## src/rtl/paint_stamp_sched.sv

```systemverilog
// paint_stamp_sched: queues brush stamps from the SPI decode path and expands
// each one into row-major pixel writes on the shared frame memory port.
// The display reader always wins the port; stamp writes stall while it reads.
//
// state | meaning
// IDLE  | no stamp in progress, waiting for a queued command
// LOAD  | pop one command and compute its clamped pixel bounds
// STAMP | issuing one pixel write per non-stalled cycle
module paint_stamp_sched #(
  parameter int WIDTH  = 160,
  parameter int HEIGHT = 120,
  parameter int ADDR_W = 15,
  parameter int DEPTH  = 4
) (
  input  logic              clk,
  input  logic              reset,
  input  logic              brushUpdate,
  input  logic [7:0]        x,
  input  logic [7:0]        y,
  input  logic [2:0]        newColorUpdate,
  input  logic              updateConfig,
  input  logic              rdReq,
  input  logic [ADDR_W-1:0] rdAddr,
  output logic              rdGrant,
  output logic              memEn,
  output logic              memWe,
  output logic [ADDR_W-1:0] memAddr,
  output logic [2:0]        memWData,
  output logic              busy,
  output logic              overflow
);

  localparam int PTR_W = (DEPTH > 1) ? $clog2(DEPTH) : 1;
  localparam logic [8:0] W_LIM = 9'(WIDTH);
  localparam logic [8:0] H_LIM = 9'(HEIGHT);
  localparam logic signed [9:0] XMAX = 10'(WIDTH - 1);
  localparam logic signed [9:0] YMAX = 10'(HEIGHT - 1);

  typedef enum logic [1:0] {S_IDLE, S_LOAD, S_STAMP} state_t;

  typedef struct packed {
    logic [7:0] x;
    logic [7:0] y;
    logic [2:0] col;
    logic [1:0] rad;
  } cmd_t;

  state_t r_state, w_next;
  cmd_t r_fifo [DEPTH];
  logic [PTR_W-1:0] r_wr_ptr, r_rd_ptr;
  logic [PTR_W:0] r_count;
  logic [2:0] r_color, r_col;
  logic [1:0] r_radius;
  logic [7:0] r_cx, r_cy, r_x0, r_x1, r_y1;
  logic r_overflow;

  logic w_empty, w_full, w_push_try, w_push, w_pop, w_last, w_adv;
  cmd_t w_cmd, w_head;
  logic signed [9:0] w_hx, w_hy, w_hr, w_xlo, w_xhi, w_ylo, w_yhi;
  logic [7:0] w_x0, w_x1, w_y0, w_y1;
  logic [ADDR_W-1:0] w_wr_addr;

  assign w_empty    = (r_count == '0);
  assign w_full     = (r_count == (PTR_W+1)'(DEPTH));
  assign w_push_try = brushUpdate && ({1'b0, x} < W_LIM) && ({1'b0, y} < H_LIM);
  assign w_push     = w_push_try && !w_full;
  assign w_pop      = (r_state == S_LOAD);
  // A command always carries the config as registered before this cycle.
  assign w_cmd      = {x, y, r_color, r_radius};
  assign w_head     = r_fifo[r_rd_ptr];
  assign w_adv      = (r_state == S_STAMP) && !rdReq;
  assign w_last     = (r_cx == r_x1) && (r_cy == r_y1);
  assign w_wr_addr  = ADDR_W'(r_cy) * ADDR_W'(WIDTH) + ADDR_W'(r_cx);

  // Signed, widened bounds so x-r and x+r cannot wrap before clamping.
  always_comb begin
    w_hx  = $signed({2'b00, w_head.x});
    w_hy  = $signed({2'b00, w_head.y});
    w_hr  = $signed({8'd0, w_head.rad});
    w_xlo = w_hx - w_hr;
    w_xhi = w_hx + w_hr;
    w_ylo = w_hy - w_hr;
    w_yhi = w_hy + w_hr;
    w_x0  = (w_xlo < 10'sd0) ? 8'd0 : w_xlo[7:0];
    w_y0  = (w_ylo < 10'sd0) ? 8'd0 : w_ylo[7:0];
    w_x1  = (w_xhi > XMAX) ? XMAX[7:0] : w_xhi[7:0];
    w_y1  = (w_yhi > YMAX) ? YMAX[7:0] : w_yhi[7:0];
  end

  // Command FIFO storage; contents need no reset since pointers gate reads.
  always_ff @(posedge clk) begin
    if (w_push) r_fifo[r_wr_ptr] <= w_cmd;
  end

  // FIFO pointers, occupancy and the sticky drop flag.
  always_ff @(posedge clk) begin
    if (reset) begin
      r_wr_ptr   <= '0;
      r_rd_ptr   <= '0;
      r_count    <= '0;
      r_overflow <= 1'b0;
    end else begin
      if (w_push) r_wr_ptr <= r_wr_ptr + PTR_W'(1);
      if (w_pop)  r_rd_ptr <= r_rd_ptr + PTR_W'(1);
      if (w_push && !w_pop)      r_count <= r_count + (PTR_W+1)'(1);
      else if (!w_push && w_pop) r_count <= r_count - (PTR_W+1)'(1);
      if (w_push_try && w_full) r_overflow <= 1'b1;
    end
  end

  // Brush color and radius latched from config updates.
  always_ff @(posedge clk) begin
    if (reset) begin
      r_color  <= 3'd0;
      r_radius <= 2'd0;
    end else if (updateConfig) begin
      r_color  <= newColorUpdate;
      r_radius <= x[1:0];
    end
  end

  // Stamp cursor: load bounds on pop, advance row-major on each issued write.
  always_ff @(posedge clk) begin
    if (reset) begin
      r_cx  <= 8'd0;
      r_cy  <= 8'd0;
      r_x0  <= 8'd0;
      r_x1  <= 8'd0;
      r_y1  <= 8'd0;
      r_col <= 3'd0;
    end else if (r_state == S_LOAD) begin
      r_cx  <= w_x0;
      r_cy  <= w_y0;
      r_x0  <= w_x0;
      r_x1  <= w_x1;
      r_y1  <= w_y1;
      r_col <= w_head.col;
    end else if (w_adv) begin
      if (r_cx == r_x1) begin
        r_cx <= r_x0;
        r_cy <= r_cy + 8'd1;
      end else begin
        r_cx <= r_cx + 8'd1;
      end
    end
  end

  // State register.
  always_ff @(posedge clk) begin
    if (reset) r_state <= S_IDLE;
    else       r_state <= w_next;
  end

  // Next-state logic; after the last pixel go straight to LOAD if more is queued.
  always_comb begin
    w_next = r_state;
    case (r_state)
      S_IDLE:  if (!w_empty) w_next = S_LOAD;
      S_LOAD:  w_next = S_STAMP;
      S_STAMP: if (w_adv && w_last) w_next = w_empty ? S_IDLE : S_LOAD;
      default: w_next = S_IDLE;
    endcase
  end

  // Memory port arbitration; the display read path is purely combinational.
  always_comb begin
    rdGrant  = 1'b0;
    memEn    = 1'b0;
    memWe    = 1'b0;
    memAddr  = '0;
    memWData = 3'd0;
    if (rdReq) begin
      rdGrant = 1'b1;
      memEn   = 1'b1;
      memAddr = rdAddr;
    end else if (r_state == S_STAMP) begin
      memEn    = 1'b1;
      memWe    = 1'b1;
      memAddr  = w_wr_addr;
      memWData = r_col;
    end
  end

  assign busy     = !w_empty || (r_state != S_IDLE);
  assign overflow = r_overflow;

endmodule
```

## config.mk

```make
export PLATFORM = sky130hd
export DESIGN_NAME = paint_stamp_sched
export DESIGN_NICKNAME = d
export VERILOG_FILES = /design/src/rtl/paint_stamp_sched.sv
export SDC_FILE = /design/constraint.sdc
export NUM_CORES = 1
export LEC_CHECK = 0
export ABC_AREA = 1
export CAP_MARGIN = 20
export CORE_MARGIN = 5
export CORE_UTILIZATION = 28
export DETAILED_ROUTE_END_ITERATION = 10
export GPL_ROUTABILITY_DRIVEN = 0
export MAX_ROUTING_LAYER = met4
export PLACE_DENSITY = 0.48
export SLEW_MARGIN = 15
export SYNTH_ARGS = -nofsm -noshare
export SYNTH_HDL_FRONTEND = slang
export SYNTH_SLANG_ARGS = --single-unit
```

## constraint.sdc

```tcl
create_clock -name clk -period 5.29 [get_ports clk]
set_input_delay 1.058 -clock clk [delete_from_list [all_inputs] [get_ports clk]]
set_output_delay 1.058 -clock clk [all_outputs]
set_load 0.005 [all_outputs]
```

After elaboration in Yosys (flattened, before gate mapping)
Memory sizes are Yosys's and may differ from the RTL's. A register that Yosys moved wholly into a read port is not among the register bits.
Index checks and enable logic that the tools add are counted.
- reduce and logical (&&, ||, !) cells: 23
- equality and inequality tests: 7
- muxes and demuxes: 28
- add/subtract/negate cells: 11
- $lt $le $gt $ge: 6
- multiply operators: 1
- operators by type and width (cell ; number):
    two-way mux 8 bit ; 10
    two-way mux 15 bit ; 2
    adder 8 x 2 -> 9 bit ; 2
    less-than comparator 9 x 1 -> 1 bit (second input constant) ; 2
    subtractor 8 x 2 -> 9 bit ; 2
    adder 8 x 1 -> 8 bit (second input constant) ; 2
    equality test 8 bit ; 2
    adder 15 x 8 -> 15 bit ; 1
    two-way mux 3 bit ; 4
    multiplier 8 x 3 -> 10 bit (second input constant) ; 1
    greater-than comparator 9 x 7 -> 1 bit (second input constant) ; 1
    greater-than comparator 9 x 8 -> 1 bit (second input constant) ; 1
    logical AND 1 bit ; 9
    less-than comparator 8 x 7 -> 1 bit (second input constant) ; 1
    less-than comparator 8 bit (second input constant) ; 1
    two-way mux 2 bit ; 4
    nonzero test 2 bit ; 4
    two-way mux 1 bit ; 7
    case mux 2 bit (3 select lines) ; 1
    logical NOT 1 bit ; 5
    adder 2 x 1 -> 2 bit (second input constant) ; 2
    AND reduction 2 bit ; 2
    adder 3 x 1 -> 3 bit (second input constant) ; 1
    equality test 3 bit (second input constant) ; 1
    other kinds (8) ; 8
- bits in registers: 58
- logic and storage cells: 90
- output and inout port bits: 23
- memories: 1
- RAM bits: 84
- memories (name ; depth ; bits a word ; read ports ; clocked after Yosys merged registers in ; wr ports ; line ; text):
    r_fifo ; 4 ; 21 ; 1 ; 1 ; 1 ; 49 ; cmd_t r_fifo [DEPTH];

Longest topological paths before layout
- depth in word-level cells: 8
- depth in mapped cells: 21
- depth with buffers taken out: 17

Least setup slack after synthesis
OpenSTA, ideal clock, no wires.
- path type: flip-flop to output port
- from: reg r_cy[1]
- to: out memAddr[14]
- data arrival time: 2152 ps
- setup slack: 2080 ps
- stages on the path, launching flop included: 12
- cells stage by stage: dfxtp_1 > ha_1 > ha_1 > inv_1 > fa_1 > xnor2_1 > inv_1 > nor2_1 > nand2_1 > nor2_1 > a21oi_1 > o21ai_0
- word-level cells in the longest chain between the ends: 4
- ends and longest elaborated chain (item ; line ; text):
    from (decl) ; 54 ; logic [7:0] r_cx, r_cy, r_x0, r_x1, r_y1;
    from (signal assigned) ; 133 ; r_cy <= w_y0;
    from (signal assigned) ; 141 ; r_cy <= r_cy + 8'd1;
    multiplier 8 x 3 -> 10 bit ; 73 ; assign w_wr_addr = ADDR_W'(r_cy) * ADDR_W'(WIDTH) + ADDR_W'(r_cx);
    adder 15 x 8 -> 15 bit ; 73 ;
    two-way mux 15 bit ; 176 ; end else if (r_state == S_STAMP) begin
    two-way mux 15 bit ; 172 ; if (rdReq) begin
    to (decl) ; 27 ; output logic [ADDR_W-1:0] memAddr,
No other way between the ends.

Worst setup path after layout
Ends and elaborated chain as after synthesis.

==> run metrics <==
status=finished, final reports clean; fraction of the mapped netlist area in adder cells=6.58%; first-iteration detailed-routing DRC count=318; initial antenna violation count=0; hold worst-path end=overflow; number of different library cells in the post-synthesis netlist=47; syn_nets=~1000; category of the most critical setup path=flip-flop to output port; power after layout=4540 uW; P per Cell Area=482 nW/um^2; half-perimeter wire length of the detailed placement result=13100 um; average wire per standard cell=roughly 14 um; CTS tree=done; setup slack, reg-to-reg=2.03 ns; share of the clock period used by the worst path after layout=between 80% and 90%; multiplexer share of the synthesized area=0%; netlist area before placement=approximately 7800 sq um; FFs w/ async S/R, synth=0%; crit path cell chain=ha_1 -> ha_1 -> inv_1 -> fa_1 -> xnor2_1 -> inv_1 -> nor2_1 -> nand2_1 -> nor2_1 -> a21oi_1 -> o21ai_0 -> clkdlybuf4s50_1; Max Fanout on Critical Path=7; Post-Synth XOR/XNOR Area=3.91%; class of the tightest hold or removal check=flip-flop to flip-flop; worst slew margin relative to its limit=31.4%; top cell type's share of synthesized area=between 30% and 40%; number of buffers inserted during clock tree synthesis=17; total negative setup slack=0 ns; register area share after synthesis=47.6%; antenna violation net count after detailed routing=0; clk_lat worst skew=0.43 ns; most frequent standard cell in the layout excluding fill and tap cells=sky130_fd_sc_hd__nand2_1; Yosys warning total=0; required time of the worst setup path=4.23 ns; leading cell types in the layout, fill and taps excluded=sky130_fd_sc_hd__nand2_1, sky130_fd_sc_hd__inv_1, sky130_fd_sc_hd__edfxtp_1, sky130_fd_sc_hd__o21ai_0, sky130_fd_sc_hd__nor2_1; critical path arrival=3.25 ns; VDD IR max=0.000226 V; total leakage power=between 0.003 and 0.004 uW; endpoints failing setup=0; measured slew at the worst slew-check pin=between 1 and 1.5 ns; global-route congestion overflow total=0; total routing usage reported by global routing=around 13%; Area Growth Syn to Fin=20.4%; depth of the worst register-to-register path=16; Site Rows=61; share of post-route cells with drive strength above 1=about 11%; Post-Syn Instances=about 900; H-tree depth=4; starting utilization of the core area=28.3%; die width=177 um; final critical delay including setup and external delays=4.31 ns; Die Height=177 um; RSZ-0062 raised after global routing=false; count of maximum capacitance violations=0; Crit. End Element=output port; number of global-route vias before repair=5869; via count of the routed design=6015; longest individual stage delay on the worst path=0.53 ns; post-detailed-route via-to-cell ratio=4.45; main combinational cell family by area after synthesis=simple AND/OR/NAND/NOR gates; worst-path cell with the longest stage delay=sky130_fd_sc_hd__clkdlybuf4s50_1; Area contributors post-synth=sky130_fd_sc_hd__edfxtp_1, sky130_fd_sc_hd__dfxtp_1, sky130_fd_sc_hd__nand2_1; antenna cells=0; maximum number of pins on one net before global-route repair=44; # DRC=0; 1st-pass router iterations=4; EDFF count, synth=84; Routed Wire Length=about 19000 um; R2R Path End=r_x1[2]; Synth area leader=sky130_fd_sc_hd__edfxtp_1; Compound-Gate Fraction of Synth Area=11.5%; Post-CTS Setup Repair Bufs=0; number of buffers on the longest clock path=2; first-pass GRT wire length=30700 um; final net count=1037; total number of clock tree sinks=144; Hold-fix buffers, CTS=0; Achievable Freq=232 MHz; synthesized flop and latch total=around 140; clock root buffer=sky130_fd_sc_hd__clkbuf_16; most used flip-flop cell after synthesis=sky130_fd_sc_hd__edfxtp_1; Critical Path Start Type=flip-flop; cts repair resizes=0; instance count along the most critical hold path=2; final hold violation count=0; total of buffers placed on input and output ports=61; Clock Skews=0.0147 ns; area of the die=about 31000 sq um; Ports=a little over 60; core region area=roughly 28000 sq um; CTS clock-pin slew for the worst setup and hold paths=0.07 ns; Avg Cell Area, Syn=8.71 sq um; start point of the worst hold path=overflow; Slew Viols, Final=0; simple-gate portion of the synthesized area=23.0%
[worst max-delay path by stage]
stage | startpoint | to | cells past startpoint | slack (ns)
2_1_floorplan | r_cy[1] | memAddr[14] | 11 | 2.08
3_3_place_gp | rdReq | memAddr[11] | 6 | 1.13
3_5_place_dp | rdReq | memAddr[11] | 6 | 1.11
4_1_cts | r_cy[1] | memAddr[14] | 12 | 0.96
5_1_grt | r_cy[1] | memAddr[14] | 12 | 0.66
6_report | r_cy[1] | memAddr[14] | 12 | 0.98
[metrics by stage]
step | cell area, sq um | utilization (%) | std cells | hold slack, ns | setup slack, ns
floorplan | 7830 | - | 899 | 0.437 | 2.08
global placement | 8840 | 31.9 | 1320 | 0.437 | 1.13
detailed placement | 8840 | 31.9 | 1320 | 0.447 | 1.11
CTS | 9430 | 34.0 | 1352 | 0.457 | 0.964
global route | 9430 | 34.0 | 1352 | 0.477 | 0.661
finish | 9430 | 34.0 | 1352 | 0.453 | 0.985
[routing by layer]
layer,global-route usage [%],vias up,share of wire (%)
li1,-,3127,-
met1,17.4,2780,51
met2,19.2,96,44
met3,2.61,12,3.9
met4,3.38,0,0.80
met5,-,-,0
[report_power, final]
part           internal (uW)  switching, uW  total [uW]  leakage (uW)
clock network            633            548        1180      0.000285
logic                    669           1190        1860       0.00224
registers               1350            156        1500       0.00125
total                   2650           1890        4540       0.00378
[flip-flops by register name, summed over array words and instances, names as in the netlist, 2 cells and up, named ones only]
signal and flops:
r_fifo 84, r_cx 8, r_cy 8, r_x0 8, r_x1 8, r_y1 8, r_col 3, r_color 3
r_count 3, r_radius 2, r_rd_ptr 2, r_state 2, r_wr_ptr 2
[synthesized netlist by cell type, drive strengths merged, types with 4 or more instances]
cell type / instances
fa: 7
o22ai: 9
or2: 4
nand2: 212
nand4: 14
xnor2: 11
xor2: 24
clkbuf: 15
edfxtp: 84
nor3: 4
o21ai: 78
a31oi: 6
dfxtp: 60
nand3: 67
nor2: 82
inv: 104
a21oi: 57
ha: 30
buf: 15
[critical path, delay by kind of cell (launching register included)]
| family | cells | cell delay [ns] |
|---|---|---|
| DFF | 1 | 0.40 |
| xor gates and xnor gates | 1 | 0.14 |
| and+or+nand+nor | 3 | 0.46 |
| AOI/OAI and AO/OA | 2 | 0.25 |
| adders and majority gates | 3 | 0.91 |
| buffers and inverters | 3 | 0.67 |
[cell type report]
cell class | instances | area (sq um)
fill | 2910 | 18300
clock buffer | 17 | 425
clock inverter | 15 | 163
tap | 378 | 473
multi-input combinational | 620 | 3540
inverter | 105 | 402
timing repair buffer | 73 | 701
sequential | 144 | 3720
[logic make-up after synthesis]
logic type / count (synthesis)
compound gates: 161
simple gates: 387
flops: 144
buf+inv: 135
xor+xnor: 35
fa+ha+maj: 37
(Power assumes the default switching activity.)
